## config.mk

```make
export PLATFORM = sky130hd
export DESIGN_NAME = alu_control_stage
export DESIGN_NICKNAME = d
export VERILOG_FILES = /design/src/rtl/alu_control_stage.sv
export SDC_FILE = /design/constraint.sdc
export NUM_CORES = 1
export LEC_CHECK = 0
export BUFFER_PORTS_ARGS = -buffer_cell sky130_fd_sc_hd__buf_2
export CAP_MARGIN = 20
export CORE_MARGIN = 10
export CORE_UTILIZATION = 47
export DETAILED_ROUTE_END_ITERATION = 10
export MAX_ROUTING_LAYER = met4
export PLACE_DENSITY = 0.78
export SETUP_SLACK_MARGIN = 0.02
export SYNTH_ARGS = -nofsm -noshare
export SYNTH_HDL_FRONTEND = slang
export SYNTH_SLANG_ARGS = --single-unit
```

## constraint.sdc

```tcl
create_clock -name clk -period 2.15 [get_ports clk]
set_input_delay 0.43 -clock clk [delete_from_list [all_inputs] [get_ports clk]]
set_output_delay 0.43 -clock clk [all_outputs]
set_load 0.01 [all_outputs]
```

## src/rtl/alu_control_stage.sv

```systemverilog
// alu_control_stage
//   Registered decode/execute boundary stage for an RV32I pipeline. Decodes
//   opcode/funct3/funct7 into a 4-bit ALU op plus operand A/B selects and
//   holds one entry behind a valid/ready handshake. Unsupported encodings are
//   captured as an entry with illegal_insn=1 and zeroed control fields.
//
// Ports:
//   clk, rst                  clock, asynchronous active-high reset
//   in_valid / in_ready       upstream handshake (in_ready = !out_valid || out_ready)
//   opcode, funct3, funct7    decoded instruction fields
//   flush                     drop held entry and any same-cycle input
//   out_valid / out_ready     downstream handshake
//   alu_control               ALU op code (0000 ADD ... 1010 JALR target)
//   a_sel                     00 rs1, 01 PC, 10 zero
//   b_sel                     00 rs2, 01 immediate, 10 constant 4
//   illegal_insn              held entry has an unsupported encoding
module alu_control_stage (
  input  logic       clk,
  input  logic       rst,
  input  logic       in_valid,
  output logic       in_ready,
  input  logic [6:0] opcode,
  input  logic [2:0] funct3,
  input  logic [6:0] funct7,
  input  logic       flush,
  output logic       out_valid,
  input  logic       out_ready,
  output logic [3:0] alu_control,
  output logic [1:0] a_sel,
  output logic [1:0] b_sel,
  output logic       illegal_insn
);

  localparam logic [3:0] ALU_ADD  = 4'b0000;
  localparam logic [3:0] ALU_SUB  = 4'b0001;
  localparam logic [3:0] ALU_AND  = 4'b0010;
  localparam logic [3:0] ALU_OR   = 4'b0011;
  localparam logic [3:0] ALU_XOR  = 4'b0100;
  localparam logic [3:0] ALU_SLT  = 4'b0101;
  localparam logic [3:0] ALU_SLTU = 4'b0110;
  localparam logic [3:0] ALU_SLL  = 4'b0111;
  localparam logic [3:0] ALU_SRL  = 4'b1000;
  localparam logic [3:0] ALU_SRA  = 4'b1001;
  localparam logic [3:0] ALU_JALR = 4'b1010;

  localparam logic [1:0] A_RS1  = 2'b00;
  localparam logic [1:0] A_PC   = 2'b01;
  localparam logic [1:0] A_ZERO = 2'b10;
  localparam logic [1:0] B_RS2  = 2'b00;
  localparam logic [1:0] B_IMM  = 2'b01;

  localparam logic [6:0] OPC_OP     = 7'b0110011;
  localparam logic [6:0] OPC_OPIMM  = 7'b0010011;
  localparam logic [6:0] OPC_LOAD   = 7'b0000011;
  localparam logic [6:0] OPC_STORE  = 7'b0100011;
  localparam logic [6:0] OPC_BRANCH = 7'b1100011;
  localparam logic [6:0] OPC_JAL    = 7'b1101111;
  localparam logic [6:0] OPC_JALR   = 7'b1100111;
  localparam logic [6:0] OPC_LUI    = 7'b0110111;
  localparam logic [6:0] OPC_AUIPC  = 7'b0010111;

  localparam logic [6:0] F7_ZERO = 7'b0000000;
  localparam logic [6:0] F7_ALT  = 7'b0100000;

  // Shared funct3 map for OP and OP-IMM; f3 000/101 alternates are patched in the decoder.
  function automatic logic [3:0] f3_base(input logic [2:0] f3);
    case (f3)
      3'b000:  f3_base = ALU_ADD;
      3'b001:  f3_base = ALU_SLL;
      3'b010:  f3_base = ALU_SLT;
      3'b011:  f3_base = ALU_SLTU;
      3'b100:  f3_base = ALU_XOR;
      3'b101:  f3_base = ALU_SRL;
      3'b110:  f3_base = ALU_OR;
      default: f3_base = ALU_AND;
    endcase
  endfunction

  logic [3:0] dec_op;
  logic [1:0] dec_a, dec_b;
  logic       dec_ill;

  always_comb begin
    dec_op  = ALU_ADD;
    dec_a   = A_RS1;
    dec_b   = B_RS2;
    dec_ill = 1'b0;
    case (opcode)
      OPC_OP: begin
        dec_op = f3_base(funct3);
        if (funct7 == F7_ALT && funct3 == 3'b000)      dec_op  = ALU_SUB;
        else if (funct7 == F7_ALT && funct3 == 3'b101) dec_op  = ALU_SRA;
        else if (funct7 != F7_ZERO)                    dec_ill = 1'b1;
      end
      OPC_OPIMM: begin
        dec_op = f3_base(funct3);
        dec_b  = B_IMM;
        // funct7 is part of the immediate except for the shift encodings
        if (funct3 == 3'b001 && funct7 != F7_ZERO) dec_ill = 1'b1;
        if (funct3 == 3'b101) begin
          if (funct7 == F7_ALT)        dec_op  = ALU_SRA;
          else if (funct7 != F7_ZERO)  dec_ill = 1'b1;
        end
      end
      OPC_LOAD, OPC_STORE: dec_b = B_IMM;
      OPC_BRANCH: begin
        case (funct3[2:1])
          2'b00:   dec_op  = ALU_SUB;
          2'b10:   dec_op  = ALU_SLT;
          2'b11:   dec_op  = ALU_SLTU;
          default: dec_ill = 1'b1;
        endcase
      end
      OPC_JAL: begin
        dec_a = A_PC;
        dec_b = B_IMM;
      end
      OPC_JALR: begin
        dec_op  = ALU_JALR;
        dec_b   = B_IMM;
        dec_ill = (funct3 != 3'b000);
      end
      OPC_LUI: begin
        dec_a = A_ZERO;
        dec_b = B_IMM;
      end
      OPC_AUIPC: begin
        dec_a = A_PC;
        dec_b = B_IMM;
      end
      default: dec_ill = 1'b1;
    endcase
  end

  logic       valid_q;
  logic [3:0] alu_q, alu_d;
  logic [1:0] a_q, a_d, b_q, b_d;
  logic       ill_q;
  logic       accept;

  // Illegal entries carry zeroed control fields.
  assign alu_d = dec_ill ? ALU_ADD : dec_op;
  assign a_d   = dec_ill ? A_RS1   : dec_a;
  assign b_d   = dec_ill ? B_RS2   : dec_b;

  assign in_ready = !valid_q || out_ready;
  assign accept   = in_valid && in_ready;

  always_ff @(posedge clk or posedge rst) begin
    if (rst) begin
      valid_q <= 1'b0;
      alu_q   <= ALU_ADD;
      a_q     <= A_RS1;
      b_q     <= B_RS2;
      ill_q   <= 1'b0;
    end else if (flush) begin
      valid_q <= 1'b0;
    end else if (accept) begin
      valid_q <= 1'b1;
      alu_q   <= alu_d;
      a_q     <= a_d;
      b_q     <= b_d;
      ill_q   <= dec_ill;
    end else if (out_ready) begin
      valid_q <= 1'b0;
    end
  end

  assign out_valid    = valid_q;
  assign alu_control  = alu_q;
  assign a_sel        = a_q;
  assign b_sel        = b_q;
  assign illegal_insn = ill_q;

endmodule

```

==> results.tsv <==
stage	metric	value	unit
status	run_status	finished, final reports clean	
clock_tree	worst_setup_hold_path_clk_slew	0.06	ns
timing	rsz0062_at_grt	false	
floorplan	starting_density_of_the_core	0.5056	
critical_path	crit_top_cell	sky130_fd_sc_hd__or4_4	
power	relative_contribution_of_sequential_cells_to_total_power	0.450	
power	total_power	0.3860	mW
critical_path	setup_crit_path_kind	input pin to register	
clock_tree	cts_sinks	9	
routing	drc	0	
power	cell_internal_power_dissipation	0.2800	mW
critical_path	crit_required	2.29	ns
clock_tree	hold_buffers	0	
global_route	global_route.overflow_total	0	
critical_path	highest_fanout_seen_on_the_critical_path	3	
timing	setup_viol_count_final	0	
synth	synthesis.area_per_instance	8.537	µm²
power	power_density	428.5	nW/µm²
power	peakVddDrop	0.1844	mV
global_route	grt_first_pass_wirelength	3.098	mm
critical_path	worstPathArrival	2.14	ns
floorplan	rows	13	
timing	fin_skew	0.002711	ns
global_route	grt_start_max_net_pins	13	
global_route	most_heavily_used_metal_layer_in_global_routing	met2	
global_route	use_met3	0.02832	
timing	fin_crit	2.003	ns
floorplan	fp.dieArea	3350	µm²
floorplan	die_height	57.88	µm
synth	postSynthCellCount	79	
critical_path	crit_path_cell_trace	buf_2 -> or4_4 -> nor3_4 -> a211oi_1 -> or4_4 -> mux2_2	
global_route	met2_usage	0.1840	
critical_path	critical_path.endpoint_type	register	
synth	yosys_warnings	0	
global_route	antenna_found_initial	0	
routing	drt.antenna.violating_nets	0	
critical_path	crit_slowest_cell	sky130_fd_sc_hd__or4_4	
clock_tree	post_cts.resized_instances	0	
power	power.combinational.fraction	0.223	
worst_hold_path	min_path_type	input pin to asynchronous set/reset pin	
finish	seq_area	225.2	µm²
routing	wirelength	1.942	mm
placement	gp_congestion	0.8867	
finish	drive_gt1_frac	0.4052	
synth	syn-cell-area	674.4	µm²
clock_tree	cts.root.buffer_cell	sky130_fd_sc_hd__clkbuf_4	
synth	number_of_enable_type_register_cells_in_the_synthesized_netlist	0	
routing	routed-via-count	748	
floorplan	fp.coreArea	1334	µm²
synth	postSynthNetCount	101	
timing	maxSlewViolCount	0	
timing	clock.fmax	499.2	MHz
finish	n_fill_cell	124	
placement	port_buffers	31	
global_route	grt.total_usage	0.1156	
synth	ys_dominant_reg_cell	sky130_fd_sc_hd__dfrtp_1	
routing	viasPerCell	5.710	
routing	routedWlPerCell	14.82	µm
clock_tree	insertion_delay	0.25	ns
clock_tree	cts_post_setup_buffers_inserted	0	
routing	drt_first_iter_violations	6	
clock_tree	cts_max_level	1	
synth	yosys_register_bits	9	
finish	multi_input_comb_area	404.1	µm²
run	maxCapViolCount	0	
floorplan	design.portCount	33	
power	leakagePower	0.4321	nW
power	p_clk_frac	0.327	
placement	worst_slack_placed	-0.1199	ns
synth	synth_cell_types	35	
finish	n_antenna_cell	0	
global_route	grtUsageMet1	0.1228	
finish	final_net_count	139	
critical_path	setup.reg_to_reg.worst_slack	0.70	ns
placement	detailedPlacementHpwl	1.612	mm
finish	syn_to_final_growth	33.58	%
clock_tree	cts-buffers-inserted	3	
timing	finalHoldViolCount	0	
power	netSwitchingPower	0.1060	mW
global_route	number_of_global_route_vias_before_repair	750	
clock_tree	tritoncts	built	
critical_path	setup.worst_path.start_class	input pin	
timing	timing.final.crit_share	0.9318	
floorplan	chipWidth	57.88	µm
finish	most-common-layout-cells	31 x sky130_fd_sc_hd__buf_2, 9 x sky130_fd_sc_hd__nand2_1, 9 x sky130_fd_sc_hd__dfrtp_1	
finish	most_frequent_standard_cell_in_the_layout_excluding_fill_and_tap_cells	sky130_fd_sc_hd__buf_2	
critical_path	timing.critical_path.slowest_cell_delay	0.55	ns
synth	synth_sequential_area_ratio	0.3340	
routing	detailedRoute.firstPassIterationCount	4	
synth	synthArstFlopShare	1.000	
power	power_switching_share	0.2746	
timing	finalWorstSetupSlack	0.1466	ns
clock_tree	clk_path_buf_depth	2	
[final timing paths]
check | depth (start not counted) | from | endpoint
max | 6 | funct7[1] | illegal_insn
max reg2reg | 4 | out_valid | alu_control[1]
max in group asynchronous | 2 | rst | alu_control[0]
min in group clk | 2 | flush | out_valid
min reg2reg | 2 | a_sel[1] | a_sel[1]
min | 2 | rst | a_sel[0]
[state kept, by name, summed over array words and instances, names as in the netlist]
name          cells
illegal_insn      1
out_valid         1
a_sel             2
alu_control       4
b_sel             1
[routing by layer]
layer  up-vias  wire, µm
li1        375         -
met1       338       876
met2        33       864
met3         2       167
met4         0        34
met5         -         0
[stage by stage]
stage	hold WS (ns)	instances	utilization	area, µm²	setup TNS, ns
6_report	0.1164	131	0.6754	900.9	0
5_1_grt	0.1472	131	0.6754	900.9	0
2_1_floorplan	0.2579	79	-	674.4	0
4_1_cts	0.1266	131	0.6754	900.9	0
3_3_place_gp	0.3915	127	0.6557	874.6	-0.1573
3_5_place_dp	0.4032	127	0.6557	874.6	-0.2704
[power groups by stage]
stage,logic [mW],registers (mW),clock network (mW)
floorplan,0.0402,0.179,0
global placement,0.0832,0.177,0
detailed placement,0.0853,0.177,0
CTS,0.0855,0.174,0.130
global route,0.0952,0.174,0.138
finish,0.0860,0.174,0.126
[cells in the mapped netlist (3+ instances only)]
master	instances	share of area
sky130_fd_sc_hd__dfrtp_1	9	0.33
sky130_fd_sc_hd__nand2_1	9	0.050
sky130_fd_sc_hd__inv_1	7	0.039
sky130_fd_sc_hd__o21ai_0	6	0.045
sky130_fd_sc_hd__a21oi_1	3	0.022
sky130_fd_sc_hd__a32oi_1	3	0.039
sky130_fd_sc_hd__clkbuf_1	3	0.017
sky130_fd_sc_hd__nor2_1	3	0.017
[worst max-delay path: cells and delay by family]
kind                   cells  cell delay (ns)
and+or+nand+nor            3             1.23
muxes                      1             0.28
AOI/OAI and AO/OA          1             0.11
buffers and inverters      1             0.10
[logic make-up after synthesis]
logic type / share of synthesized area
compound gates: 0.2876
buf+inv: 0.06680
mux: 0.01670
simple gates: 0.2894
flops: 0.3340
other cells: 0.005561
[cell type report]
| type | instances | area share |
|---|---|---|
| multi-input cells | 59 | 0.4486 |
| repair buffers | 37 | 0.2222 |
| flip-flops and latches | 9 | 0.2500 |
| inverters | 7 | 0.02917 |
| clock buffers | 4 | 0.02917 |
| well taps | 15 | 0.02083 |
Power figures use the tool's default switching activity.
